<file path="src/rtl/pipeline_hazard_ctrl.sv">
`default_nettype none
// ============================================================================
//  Module      : pipeline_hazard_ctrl
//  Description : Per-cycle stall/flush generator for the 5-stage core.
//                Resolves load-use, EX redirects, memory wait states,
//                multi-cycle mul/div occupancy and MEM-stage traps.
//                Optional macro HAZARD_PERF_EN adds stall/flush counters.
//  Revision    : 1.0  initial release
// ============================================================================
module pipeline_hazard_ctrl #(
    parameter int REG_W             = 5,
    parameter int TRAP_FLUSH_CYCLES = 2
) (
    input  logic             clk,
    input  logic             reset_n,
    input  logic [REG_W-1:0] id_rs1,
    input  logic [REG_W-1:0] id_rs2,
    input  logic             id_uses_rs1,
    input  logic             id_uses_rs2,
    input  logic [REG_W-1:0] ex_rd,
    input  logic             ex_is_load,
    input  logic             ex_redirect,
    input  logic             ex_md_start,
    input  logic             md_done,
    input  logic             mem_trap,
    input  logic             imem_wait,
    input  logic             dmem_wait,
    output logic             stall_pc,
    output logic             stall_if_id,
    output logic             stall_id_ex,
    output logic             stall_ex_mem,
    output logic             flush_if_id,
    output logic             flush_id_ex,
    output logic             flush_ex_mem,
    output logic             flush_mem_wb,
    output logic             md_kill
`ifdef HAZARD_PERF_EN
    ,
    output logic [31:0]      perf_stall_cycles,
    output logic [31:0]      perf_flush_events
`endif
);

    localparam int               CNT_W     = $clog2(TRAP_FLUSH_CYCLES + 1);
    localparam logic [CNT_W-1:0] TRAP_LOAD = CNT_W'(TRAP_FLUSH_CYCLES - 1);

    localparam logic [1:0] S_RUN     = 2'd0;
    localparam logic [1:0] S_MD_WAIT = 2'd1;
    localparam logic [1:0] S_TRAP    = 2'd2;

    logic [1:0]       state_q, state_d;
    logic [CNT_W-1:0] trap_cnt_q, trap_cnt_d;
    logic             load_use;

    // ID instruction needs a value the EX load has not produced yet (x0 never hazards)
    assign load_use = ex_is_load && (ex_rd != '0) &&
                      ((id_uses_rs1 && (id_rs1 == ex_rd)) ||
                       (id_uses_rs2 && (id_rs2 == ex_rd)));

    // State and trap counter registers
    always_ff @(posedge clk) begin
        if (!reset_n) begin
            state_q    <= S_RUN;
            trap_cnt_q <= '0;
        end else begin
            state_q    <= state_d;
            trap_cnt_q <= trap_cnt_d;
        end
    end

    // Next-state selection following the hazard priority order
    always_comb begin
        state_d    = state_q;
        trap_cnt_d = trap_cnt_q;
        if (mem_trap) begin
            state_d    = S_TRAP;
            trap_cnt_d = TRAP_LOAD;
        end else if (state_q == S_TRAP) begin
            if (trap_cnt_q == '0) begin
                state_d = S_RUN;
            end else begin
                trap_cnt_d = trap_cnt_q - 1'b1;
            end
        end else if (dmem_wait) begin
            // Memory wait freezes the FSM, but a finishing mul/div is not lost
            if ((state_q == S_MD_WAIT) && md_done) begin
                state_d = S_RUN;
            end
        end else if ((state_q == S_MD_WAIT) && !md_done) begin
            state_d = S_MD_WAIT;
        end else if ((state_q != S_MD_WAIT) && ex_md_start && !md_done) begin
            state_d = S_MD_WAIT;
        end else begin
            // Also recovers from the unused encoding
            state_d = S_RUN;
        end
    end

    // Output decode from current state and inputs
    always_comb begin
        stall_pc     = 1'b0;
        stall_if_id  = 1'b0;
        stall_id_ex  = 1'b0;
        stall_ex_mem = 1'b0;
        flush_if_id  = 1'b0;
        flush_id_ex  = 1'b0;
        flush_ex_mem = 1'b0;
        flush_mem_wb = 1'b0;
        md_kill      = 1'b0;
        if (!reset_n) begin
            // Keep every stage empty while the core is held in reset
            flush_if_id  = 1'b1;
            flush_id_ex  = 1'b1;
            flush_ex_mem = 1'b1;
            flush_mem_wb = 1'b1;
        end else if (mem_trap) begin
            flush_if_id  = 1'b1;
            flush_id_ex  = 1'b1;
            flush_ex_mem = 1'b1;
            md_kill      = (state_q == S_MD_WAIT);
        end else if (state_q == S_TRAP) begin
            flush_if_id = 1'b1;
        end else if (dmem_wait) begin
            stall_pc     = 1'b1;
            stall_if_id  = 1'b1;
            stall_id_ex  = 1'b1;
            stall_ex_mem = 1'b1;
            flush_mem_wb = 1'b1;
        end else if (((state_q == S_MD_WAIT) || ex_md_start) && !md_done) begin
            // Hold front end on the mul/div; EX/MEM receives bubbles meanwhile
            stall_pc     = 1'b1;
            stall_if_id  = 1'b1;
            stall_id_ex  = 1'b1;
            flush_ex_mem = 1'b1;
        end else if (ex_redirect) begin
            flush_if_id = 1'b1;
            flush_id_ex = 1'b1;
        end else if (load_use) begin
            stall_pc    = 1'b1;
            stall_if_id = 1'b1;
            flush_id_ex = 1'b1;
        end else if (imem_wait) begin
            stall_pc    = 1'b1;
            flush_if_id = 1'b1;
        end
    end

`ifdef HAZARD_PERF_EN
    // Free-running event counters, wrapping at 2^32
    always_ff @(posedge clk) begin
        if (!reset_n) begin
            perf_stall_cycles <= '0;
            perf_flush_events <= '0;
        end else begin
            if (stall_pc) begin
                perf_stall_cycles <= perf_stall_cycles + 32'd1;
            end
            if (flush_id_ex || flush_ex_mem) begin
                perf_flush_events <= perf_flush_events + 32'd1;
            end
        end
    end
`endif

endmodule
`default_nettype wire
</file>
<file path="config.mk">
export PLATFORM = sky130hd
export DESIGN_NAME = pipeline_hazard_ctrl
export DESIGN_NICKNAME = d
export VERILOG_FILES = /design/src/rtl/pipeline_hazard_ctrl.sv
export SDC_FILE = /design/constraint.sdc
export NUM_CORES = 1
export LEC_CHECK = 0
export BUFFER_PORTS_ARGS = -buffer_cell sky130_fd_sc_hd__buf_4
export CAP_MARGIN = 20
export CORE_UTILIZATION = 35
export CTS_CLUSTER_SIZE = 12
export DETAILED_ROUTE_END_ITERATION = 8
export PLACE_DENSITY_LB_ADDON = 0.25
export SYNTH_ARGS = -nofsm -noshare
export SYNTH_HDL_FRONTEND = slang
export SYNTH_SLANG_ARGS = --single-unit
</file>
<file path="constraint.sdc">
create_clock -name clk -period 1.4 [get_ports clk]
set_clock_uncertainty 0.05 [all_clocks]
set_input_delay 0.14 -clock clk [delete_from_list [all_inputs] [get_ports clk]]
set_output_delay 0.14 -clock clk [all_outputs]
set_load 0.02 [all_outputs]
</file>
Yosys cells after proc, flatten, opt, wreduce, memory -nomap -nowiden
Index checks and enable logic that the tools add are counted.

Output and inout bits: 9. Flip-flop bits (word level): 4.

Equality and inequality tests: 10. Reduce and logical (&&, ||, !) cells: 20. $add $sub $neg: 1. Bitwise gates (word level): 2. Muxes and demuxes: 54.

Operator list (number): $mux W1 (49); $eq A5 B5 Y1 (2); $mux W2 (5); $logic_and A1 B1 Y1 (9); $reduce_and A2 Y1 (4); $reduce_bool A5 Y1 (1); $ne A2 B1 Y1 const B (2); $ne A4 B2 Y1 const B (1); $ne A3 B1 Y1 const B (1); $ne A3 B2 Y1 const B (1); $eq A2 B1 Y1 const B (1); $eq A2 B2 Y1 const B (1); $logic_not A2 Y1 (1); $logic_or A1 B1 Y1 (2); $ne A2 B2 Y1 const B (1); $not A1 Y1 (2); $reduce_bool A2 Y1 (1); $reduce_or A2 Y1 (1); $sub A2 B1 Y2 const B (1); $logic_not A1 Y1 (1).

Depth between registers and ports, before layout
Gate-level depths: netlist of run 1.

Word-level depth: 11. Depth in mapped cells: 6.

Worst setup path after synthesis of run 1
OpenSTA, ideal clock, no wires.

Path kind: reg-to-output. From: register state_q[0]. To: output flush_id_ex. Slack: -0.250 ns. Required time: 1.210 ns. Arrival time: 1.460 ns. Stages on the path, launching flop included: 6. Cells stage by stage: dfxtp_1 -> buf_2 -> nor2b_1 -> nor2_1 -> nor2_1 -> o41ai_1.

Longest elaborated chain between the ends: 8. Elaborated cells on any way between the ends: 9. Those cells by class: eq/ne (2); mux (5); reduce/logical (2).

Ends and longest elaborated chain: from (decl) (RTL line 51) `logic [1:0] state_q, state_d;`; from (signal assigned) (RTL line 66) `state_q <= state_d;`; $eq A2 B1 Y1 (RTL line 129) `end else if (((state_q == S_MD_WAIT) || ex_md_start) && !md_done) begin`; $logic_or A1 B1 Y1 (RTL line 129); $logic_and A1 B1 Y1 (RTL line 129); $mux W1 (RTL line 129); $mux W1 (RTL line 123) `end else if (dmem_wait) begin`; $mux W1 * (RTL line 121) `end else if (state_q == S_TRAP) begin`; $mux W1 * (RTL line 116) `end else if (mem_trap) begin`; $mux W1 * (RTL line 110) `if (!reset_n) begin`; to (decl) (RTL line 33) `output logic flush_id_ex,`.

Every way passes the cells marked *; elsewhere a longest branch is shown, timed or not.

Worst setup path in the final report of run 1
Ends and elaborated chain as after synthesis.

==> results of run 1 <==
area by class of cell:
class                   count  area share [%]
multi-input cells          60            47.9
repair buffers             45            38.7
flip-flops and latches      4            8.22
clock buffers               3            2.28
well taps                  14            1.77
inverters                   3            1.14
worst paths after layout:
check	cells after the start	slack, ps	from	to
hold reg to reg	2	470	trap_cnt_q[1]	trap_cnt_q[1]
hold / removal	3	190	dmem_wait	state_q[0]
setup / recovery	6	-280	state_q[0]	flush_id_ex
setup reg to reg	6	80	state_q[0]	trap_cnt_q[1]
cells by family (layout without fill, tap and decap cells):
family          after synthesis  after routing  synth area share, %
xor+xnor                     11             11                 20.1
buf+inv                       4             51                 3.39
fa+ha+maj                     1              1                 2.61
simple gates                 27             27                 29.2
compound gates               21             21                 27.9
flops                         4              4                 16.7
power by group:
part / switching [W] / internal, W
logic: 0.000126 / 0.000150
registers: 0.00000201 / 0.000120
clock network: 0.0000594 / 0.0000967
per-layer routing:
| metal | up-vias | track usage, % | share of wire [%] |
|---|---|---|---|
| met5 | - | 0 | 0 |
| met4 | 0 | 20.7 | 2.0 |
| met3 | 4 | 2.89 | 3.8 |
| met2 | 25 | 49.2 | 53 |
| met1 | 293 | 30.7 | 41 |
| li1 | 334 | - | - |
tightest hold or removal path, cell delays in order:
cell	delay [ps]
buf_4	150
a31oi_1	90
nor2_1	70
per-stage QoR:
| stage | TNS [ps] | cell area (um2) | setup WS, ps | std cells | hold WS [ps] |
|---|---|---|---|---|---|
| 4_1_cts | -1000 | 925 | -258 | 129 | 170 |
| 3_5_place_dp | -705 | 826 | -235 | 124 | 417 |
| 2_1_floorplan | -20.2 | 490 | -20.2 | 68 | 207 |
| 6_report | -1140 | 990 | -282 | 129 | 190 |
| 5_1_grt | -1420 | 990 | -296 | 129 | 191 |
| 3_3_place_gp | -539 | 826 | -180 | 124 | 414 |
registers in the layout, indices dropped and copies added, names as in the netlist:
register	count
state_q	2
trap_cnt_q	2
cells in the mapped netlist:
cell,instances
a211oi_1,1
a21oi_1,4
a31oi_1,1
and3_1,1
buf_2,1
dfxtp_1,4
ha_1,1
inv_1,3
nand2_1,7
nand2b_1,1
nand3_1,1
nand4_1,2
nor2_1,7
nor2b_1,5
o21a_1,3
o21ai_0,4
o21ai_1,2
o21ba_2,1
o21bai_1,2
o22ai_1,1
o31ai_1,1
o41ai_1,1
or2b_1,1
or3_4,1
or4_1,1
xnor2_1,11
repair_timing:
item | in CTS | in global routing
pin swaps | 8 | 5
setup buffers | 2 | 0
setup endpoints to repair | 8 | 10
resized for setup | 19 | 14
==> flow_metrics.env, run 1 <==
export IMPL_status="finished, violations left"
export IMPL_violations="setup timing"
export IMPL_crit_chain="buf_6 > nor2b_2 > nor2_1 > nor2_1 > o41ai_2 > buf_4"
export IMPL_ctsHoldBuffers=0
export IMPL_holdCritPathClass="input pin to flip-flop"
export IMPL_num_antenna_cells=0
export IMPL_synth_area_leaders="xnor2_1 (20%), dfxtp_1 (17%), nor2b_1 (6.5%), nand2_1 (5.5%), nor2_1 (5.5%)"
export IMPL_vias=656
export IMPL_synth_top_area_share_pct=20.1
export IMPL_ios=35
export IMPL_layout_commonest_cell="buf_4"
export IMPL_layout_common_cells="buf_4 (34), xnor2_1 (11), buf_6 (10)"
export IMPL_worst_pin_slew_ps=284
export IMPL_dr_pass1_iters=4
export IMPL_crit_type="flip-flop to primary output"
export IMPL_clk_pin_slew_ps=50
export IMPL_wl_per_cell_um=15.0
export IMPL_nNetsFinal=144
export IMPL_num_rows=12
export IMPL_fp_dieW_um=39
export IMPL_yosysTopAreaCell="xnor2_1"
export IMPL_port_buffers=34
export IMPL_cts_tree="yes"
export IMPL_grt_pass1_vias=629
export IMPL_cp_top_family="buffers and inverters"
export IMPL_critical_path_max_stage_delay_ps=320
export IMPL_maxSlewHeadroom_pct=80.8
export IMPL_dieArea_mm2=0.00152
export IMPL_grt_max_degree=9
export IMPL_power_density_mw_per_mm2=560
export IMPL_cp_buffers_inverters=2
export IMPL_finalSetupViolCount=7
export IMPL_drt_initial_drc_count=14
export IMPL_ir_worst_vdd_v=0.000709
export IMPL_hold_violations=0
export IMPL_timing_final_crit_share_pct=120
export IMPL_cp_start_kind="flip-flop"
export IMPL_drive_gt1_share_pct=58.3
export IMPL_fin_util_pct=83.4
export IMPL_synth_nets=95
export IMPL_post_route_drc_count=0
export IMPL_seq_area_um2=81.3
export IMPL_cts_root_buffer_cell="clkbuf_4"
export IMPL_syn_instance_count=68
export IMPL_post_dp_hpwl_um=1190
export IMPL_antenna_found_initial=0
export IMPL_vias_per_cell=5.09
export IMPL_clk_latency_ps=250
export IMPL_slew_violations=0
export IMPL_crit_slowest_cell="dfxtp_2"
export IMPL_required_ps=1210
export IMPL_synth_cell_type_count=26
export IMPL_period_minus_slack_ps=1680
export IMPL_p_leak_nw=0.433
export IMPL_routed_wirelength_um=1930
export IMPL_die_y_um=39
export IMPL_postRouteAntennaNets=0
export IMPL_place_gp_congestion=0.707
export IMPL_critPathCaptureType="primary output"
export IMPL_core_area_mm2=0.00119
export IMPL_fillers=63
export IMPL_max_cap_violations=0
export IMPL_grt_pass1_wl_um=2780
export IMPL_htree_levels=1
export IMPL_syn2layout_area_growth_pct=107
export IMPL_ys_seq_area_share_pct=16.7
export IMPL_cpMostUsedCell="nor2_1"
export IMPL_grt_use_total_pct=28.1
export IMPL_arrival_ps=1490
export IMPL_fmax_mhz=595
export IMPL_ys_warn_count=0
export IMPL_clock_path_buffers=2
export IMPL_ys_ff_latch=4
export IMPL_crit_fanout=5
export IMPL_rsz0062_at_grt="true"
export IMPL_fin_ws_ps=-282
export IMPL_finalPower_w=0.000555
export IMPL_netlist_area_um2=479
export IMPL_cts_sinks=4
export IMPL_multiInputGateArea_um2=474
export IMPL_cts_inserted_buffers=3
export IMPL_start_util_pct=40.4
export IMPL_syn_area_per_cell_um2=7.05
export IMPL_gr_total_overflow=0
Note: power is estimated with default switching activity, not from simulation.
==> inputs of run 2 (changes only) <==
--- a/config.mk
+++ b/config.mk
@@ -7,9 +7,11 @@
 export LEC_CHECK = 0
 export BUFFER_PORTS_ARGS = -buffer_cell sky130_fd_sc_hd__buf_4
 export CAP_MARGIN = 20
+export CORE_MARGIN = 3
 export CORE_UTILIZATION = 35
 export CTS_CLUSTER_SIZE = 12
 export DETAILED_ROUTE_END_ITERATION = 8
+export MAX_ROUTING_LAYER = met4
 export PLACE_DENSITY_LB_ADDON = 0.25
 export SYNTH_ARGS = -nofsm -noshare
 export SYNTH_HDL_FRONTEND = slang
==> flow_metrics.env, run 2 (same netlist as run 1, synthesis figures left out) <==
export IMPL_status="finished, violations left"
export IMPL_violations="setup timing"
export IMPL_rrSetupSlack_ps=90
export IMPL_holdCritPathClass="input pin to flip-flop"
export IMPL_finalPower_w=0.000535
export IMPL_grt_pass1_wl_um=2860
export IMPL_hold_violations=0
export IMPL_cp_startpoint="state_q[1]"
export IMPL_vias_per_cell=5.27
export IMPL_post_route_drc_count=0
export IMPL_crit_fanout=4
export IMPL_maxSlewHeadroom_pct=85.0
export IMPL_port_buffers=34
export IMPL_cp_start_kind="flip-flop"
export IMPL_cts_tree="yes"
export IMPL_dieArea_mm2=0.00185
export IMPL_fmax_mhz=597
export IMPL_grt_pass1_vias=666
export IMPL_max_cap_violations=0
export IMPL_layout_common_cells="buf_4 (41), xnor2_1 (11), buf_6 (8)"
export IMPL_num_antenna_cells=0
export IMPL_cts_sinks=4
export IMPL_cts_inserted_buffers=3
export IMPL_power_density_mw_per_mm2=530
export IMPL_timing_final_crit_share_pct=120
export IMPL_antenna_found_initial=0
export IMPL_min_path_cells=3
export IMPL_die_y_um=43
export IMPL_finalSetupViolCount=6
export IMPL_syn2layout_area_growth_pct=111
export IMPL_ctsHoldBuffers=0
export IMPL_cts_root_buffer_cell="clkbuf_4"
export IMPL_arrival_ps=1480
export IMPL_postRouteAntennaNets=0
export IMPL_wl_per_cell_um=14.8
export IMPL_ir_worst_vdd_v=0.000485
export IMPL_gr_total_overflow=0
export IMPL_whs_endpoint="trap_cnt_q[0]"
export IMPL_post_dp_hpwl_um=1300
export IMPL_p_leak_nw=0.454
export IMPL_layout_commonest_cell="buf_4"
export IMPL_nNetsFinal=148
export IMPL_clk_pin_slew_ps=30
export IMPL_dr_pass1_iters=4
export IMPL_clk_latency_ps=230
export IMPL_place_gp_congestion=0.809
export IMPL_clock_path_buffers=2
export IMPL_worst_pin_slew_ps=223
export IMPL_slew_violations=0
export IMPL_drt_initial_drc_count=21
export IMPL_min_from="reset_n"
export IMPL_core_area_mm2=0.00119
export IMPL_critPathCaptureType="primary output"
export IMPL_drive_gt1_share_pct=60.5
export IMPL_required_ps=1210
export IMPL_start_util_pct=40.4
export IMPL_vias=701
export IMPL_rsz0062_at_grt="true"
export IMPL_grt_max_degree=9
export IMPL_detailedPlace_worstSlack_ps=-227
export IMPL_ios=35
export IMPL_num_rows=12
export IMPL_fin_ws_ps=-275
export IMPL_grt_use_total_pct=20.5
export IMPL_routed_wirelength_um=1970
export IMPL_htree_levels=1
export IMPL_rr_worst_depth=7
export IMPL_fp_dieW_um=43
export IMPL_reg2reg_to="state_q[0]"
export IMPL_period_minus_slack_ps=1670
export IMPL_crit_type="flip-flop to primary output"
export IMPL_reg2reg_from="state_q[0]"
export IMPL_largestRegisters="state_q (2), trap_cnt_q (2)"
-- run 2: stage by stage --
step           area (um2)  hold slack [ps]  cells  util (%)  TNS [ps]
6_report             1010              211    133      85.1     -1210
5_1_grt              1010              234    133      85.1     -1620
4_1_cts               928              188    131      78.3     -1190
3_5_place_dp          833              429    125      70.3      -624
3_3_place_gp          833              413    125      70.3      -585
2_1_floorplan         490              207     68         -     -20.2
-- run 2: final cells by class --
type	instances	area (um2)
tap	14	17.5
inverter	3	11.3
timing repair buffer	49	398
sequential	4	85.1
multi-input combinational	60	475
clock buffer	3	22.5
fill	76	176
-- run 2: power breakdown --
group          switching, W  total [W]  leakage, nW  internal [W]
Sequential       0.00000302   0.000122       0.0340      0.000119
Clock             0.0000395   0.000135       0.0138     0.0000953
Combinational      0.000125   0.000278        0.407      0.000153
Total              0.000167   0.000535        0.454      0.000368
-- run 2: worst max path at each step --
stage               depth (start not counted)  slack, ps     endpoint
floorplan                                   4        -20  stall_if_id
global route                                5       -310     stall_pc
global placement                            6       -200  flush_id_ex
detailed placement                          6       -230  flush_id_ex
CTS                                         5       -290  flush_if_id
finish                                      5       -270  flush_if_id
-- run 2: layer usage --
metal  routed length (um)  share of wire [%]  track usage (%)  up-vias
met4                   38                1.9             7.23        0
met3                  113                5.7            0.424        6
met5                    0                  0                -        -
met1                  730                 37             21.1      317
li1                     -                  -                -      342
met2                 1090                 55             40.4       36
-- run 2: timing repair --
action / 4_1_cts / 5_1_grt
gates cloned: 0 / 0
gates resized for setup: 16 / 16
pin swaps: 5 / 7
endpoints found under the setup margin: 7 / 9
setup buffers: 3 / 2
-- run 2: critical path, stage by stage, from the launching register on --
cell     delay [ps]
dfxtp_2         320
nor2b_4         130
or3_4           390
o21ai_2         130
o21ba_4         160
buf_6           120
==> inputs of run 3 (changes only) <==
--- a/config.mk
+++ b/config.mk
@@ -7,12 +7,16 @@
 export LEC_CHECK = 0
 export BUFFER_PORTS_ARGS = -buffer_cell sky130_fd_sc_hd__buf_4
 export CAP_MARGIN = 20
+export CELL_PAD_IN_SITES_DETAIL_PLACEMENT = 1
+export CELL_PAD_IN_SITES_GLOBAL_PLACEMENT = 1
+export CORE_ASPECT_RATIO = 0.8
 export CORE_MARGIN = 3
-export CORE_UTILIZATION = 35
+export CORE_UTILIZATION = 25
 export CTS_CLUSTER_SIZE = 12
 export DETAILED_ROUTE_END_ITERATION = 8
 export MAX_ROUTING_LAYER = met4
-export PLACE_DENSITY_LB_ADDON = 0.25
+export PLACE_DENSITY_LB_ADDON = 0.1
+export SKIP_CTS_REPAIR_TIMING = 1
 export SYNTH_ARGS = -nofsm -noshare
 export SYNTH_HDL_FRONTEND = slang
 export SYNTH_SLANG_ARGS = --single-unit
==> flow_metrics.env, run 3 (same netlist as run 1, synthesis figures left out) <==
export IMPL_fin_area_mm2=0.00101
export IMPL_swShare_pct=32.9
export IMPL_antenna_found_initial=0
export IMPL_slew_violations=0
export IMPL_fp_dieW_um=55.0
export IMPL_cp_start_kind="flip-flop"
export IMPL_power_density_mw_per_mm2=540
export IMPL_clk_pin_slew_ps=40
export IMPL_dieArea_mm2=0.00248
export IMPL_grt_use_total_pct=18.6
export IMPL_p_leak_nw=0.445
export IMPL_largestRegisters="state_q (2), trap_cnt_q (2)"
export IMPL_dr_pass1_iters=3
export IMPL_place_area_um2=851
export IMPL_ios=35
export IMPL_pwr_share_seq_pct=22.5
export IMPL_period_minus_slack_ps=1710
export IMPL_wl_met3_um=126
export IMPL_crit_slowest_cell="or3_4"
export IMPL_ir_worst_vdd_v=0.000433
export IMPL_finalSetupViolCount=8
export IMPL_p_int_w=0.000367
export IMPL_num_antenna_cells=0
export IMPL_grt_pass1_vias=736
export IMPL_cts_inserted_buffers=3
export IMPL_nNetsFinal=148
export IMPL_port_buffers=34
export IMPL_cts_root_buffer_cell="clkbuf_4"
export IMPL_post_route_drc_count=0
export IMPL_drive_gt1_share_pct=60.5
export IMPL_finalPower_w=0.000547
export IMPL_grt_pass1_wl_um=3180
export IMPL_vias=673
export IMPL_num_rows=13
export IMPL_drt_initial_drc_count=2
export IMPL_postRouteAntennaNets=0
export IMPL_die_y_um=45.2
export IMPL_status="finished, violations left"
export IMPL_dp_cells=134
export IMPL_layout_commonest_cell="buf_4"
export IMPL_cts_sinks=4
export IMPL_crit_type="flip-flop to primary output"
export IMPL_holdCritPathClass="input pin to flip-flop"
export IMPL_p_comb_share_pct=50.2
export IMPL_cp_buffers_inverters=1
export IMPL_critPathCaptureType="primary output"
export IMPL_max_cap_violations=0
export IMPL_vias_per_cell=4.77
export IMPL_detailedPlace_worstSlack_ps=-201
export IMPL_gr_total_overflow=0
export IMPL_fillers=214
export IMPL_wl_per_cell_um=15.1
export IMPL_critical_path_max_stage_delay_ps=410
export IMPL_p_switching_w=0.000180
export IMPL_htree_levels=1
export IMPL_grt_max_degree=9
export IMPL_hold_violations=0
export IMPL_crit_chain="nor2b_4 > or3_4 > o21ai_2 > o21ba_4 > buf_6"
export IMPL_cts_tree="yes"
export IMPL_p_clk_share_pct=27.3
export IMPL_layout_common_cells="buf_4 (40), xnor2_1 (11), buf_6 (9)"
export IMPL_clk_latency_ps=240
export IMPL_place_gp_congestion=0.767
export IMPL_start_util_pct=28.1
export IMPL_maxSlewHeadroom_pct=79.7
export IMPL_worst_pin_slew_ps=303
export IMPL_cp_top_family="simple AND/OR/NAND/NOR gates"
export IMPL_violations="setup timing"
export IMPL_top_layer="met3"
export IMPL_arrival_ps=1520
export IMPL_rsz0062_at_grt="true"
export IMPL_core_area_mm2=0.00171
export IMPL_routed_wirelength_um=2130
export IMPL_timing_final_crit_share_pct=122
export IMPL_met1_length_um=861
export IMPL_fin_ws_ps=-309
export IMPL_fmax_mhz=585
export IMPL_fin_cells=141
export IMPL_post_dp_hpwl_um=1640
export IMPL_wl_met2_um=1140
export IMPL_clock_path_buffers=2
export IMPL_required_ps=1210
export IMPL_syn2layout_area_growth_pct=111
export IMPL_crit_fanout=3
-- run 3: through the flow --
| stage | hold slack (ps) | setup TNS, ps | util, % |
|---|---|---|---|
| 2_1_floorplan | 207 | -20.2 | - |
| 3_3_place_gp | 418 | -635 | 49.8 |
| 3_5_place_dp | 426 | -646 | 49.8 |
| 4_1_cts | 174 | -1910 | 51.1 |
| 5_1_grt | 196 | -2530 | 59.3 |
| 6_report | 193 | -1900 | 59.3 |
-- run 3: final timing paths --
kind                  from            end  slack, ps  depth (start not counted)
max reg2reg     state_q[0]  trap_cnt_q[0]         30                          6
min reg2reg  trap_cnt_q[1]  trap_cnt_q[1]        450                          2
min                reset_n  trap_cnt_q[0]        190                          3
max             state_q[1]    flush_if_id       -310                          5
-- run 3: per-layer routing --
metal,vias up,track usage (%)
met5,-,-
met4,0,2.91
met3,0,5.61
met2,24,34.7
met1,308,19.2
li1,341,-
-- run 3: power by group through the flow --
stage / logic [W] / registers [W] / clock network (W)
6_report: 0.000275 / 0.000123 / 0.000149
5_1_grt: 0.000298 / 0.000123 / 0.000166
4_1_cts: 0.000238 / 0.000123 / 0.000153
3_5_place_dp: 0.000237 / 0.000125 / 0
3_3_place_gp: 0.000229 / 0.000124 / 0
2_1_floorplan: 0.000104 / 0.000126 / 0
-- run 3: worst min-delay path, stage by stage --
cell	delay (ps)
buf_4	80
buf_4	120
o21a_1	100
-- run 3: layout make-up --
cell class / instances / area (um2) / share of cell area (%)
timing repair buffer: 49 / 402 / 39.7
clock buffer: 3 / 22.5 / 2.22
sequential: 4 / 85.1 / 8.41
inverter: 3 / 11.3 / 1.11
tap: 22 / 27.5 / 2.72
multi-input combinational: 60 / 464 / 45.9
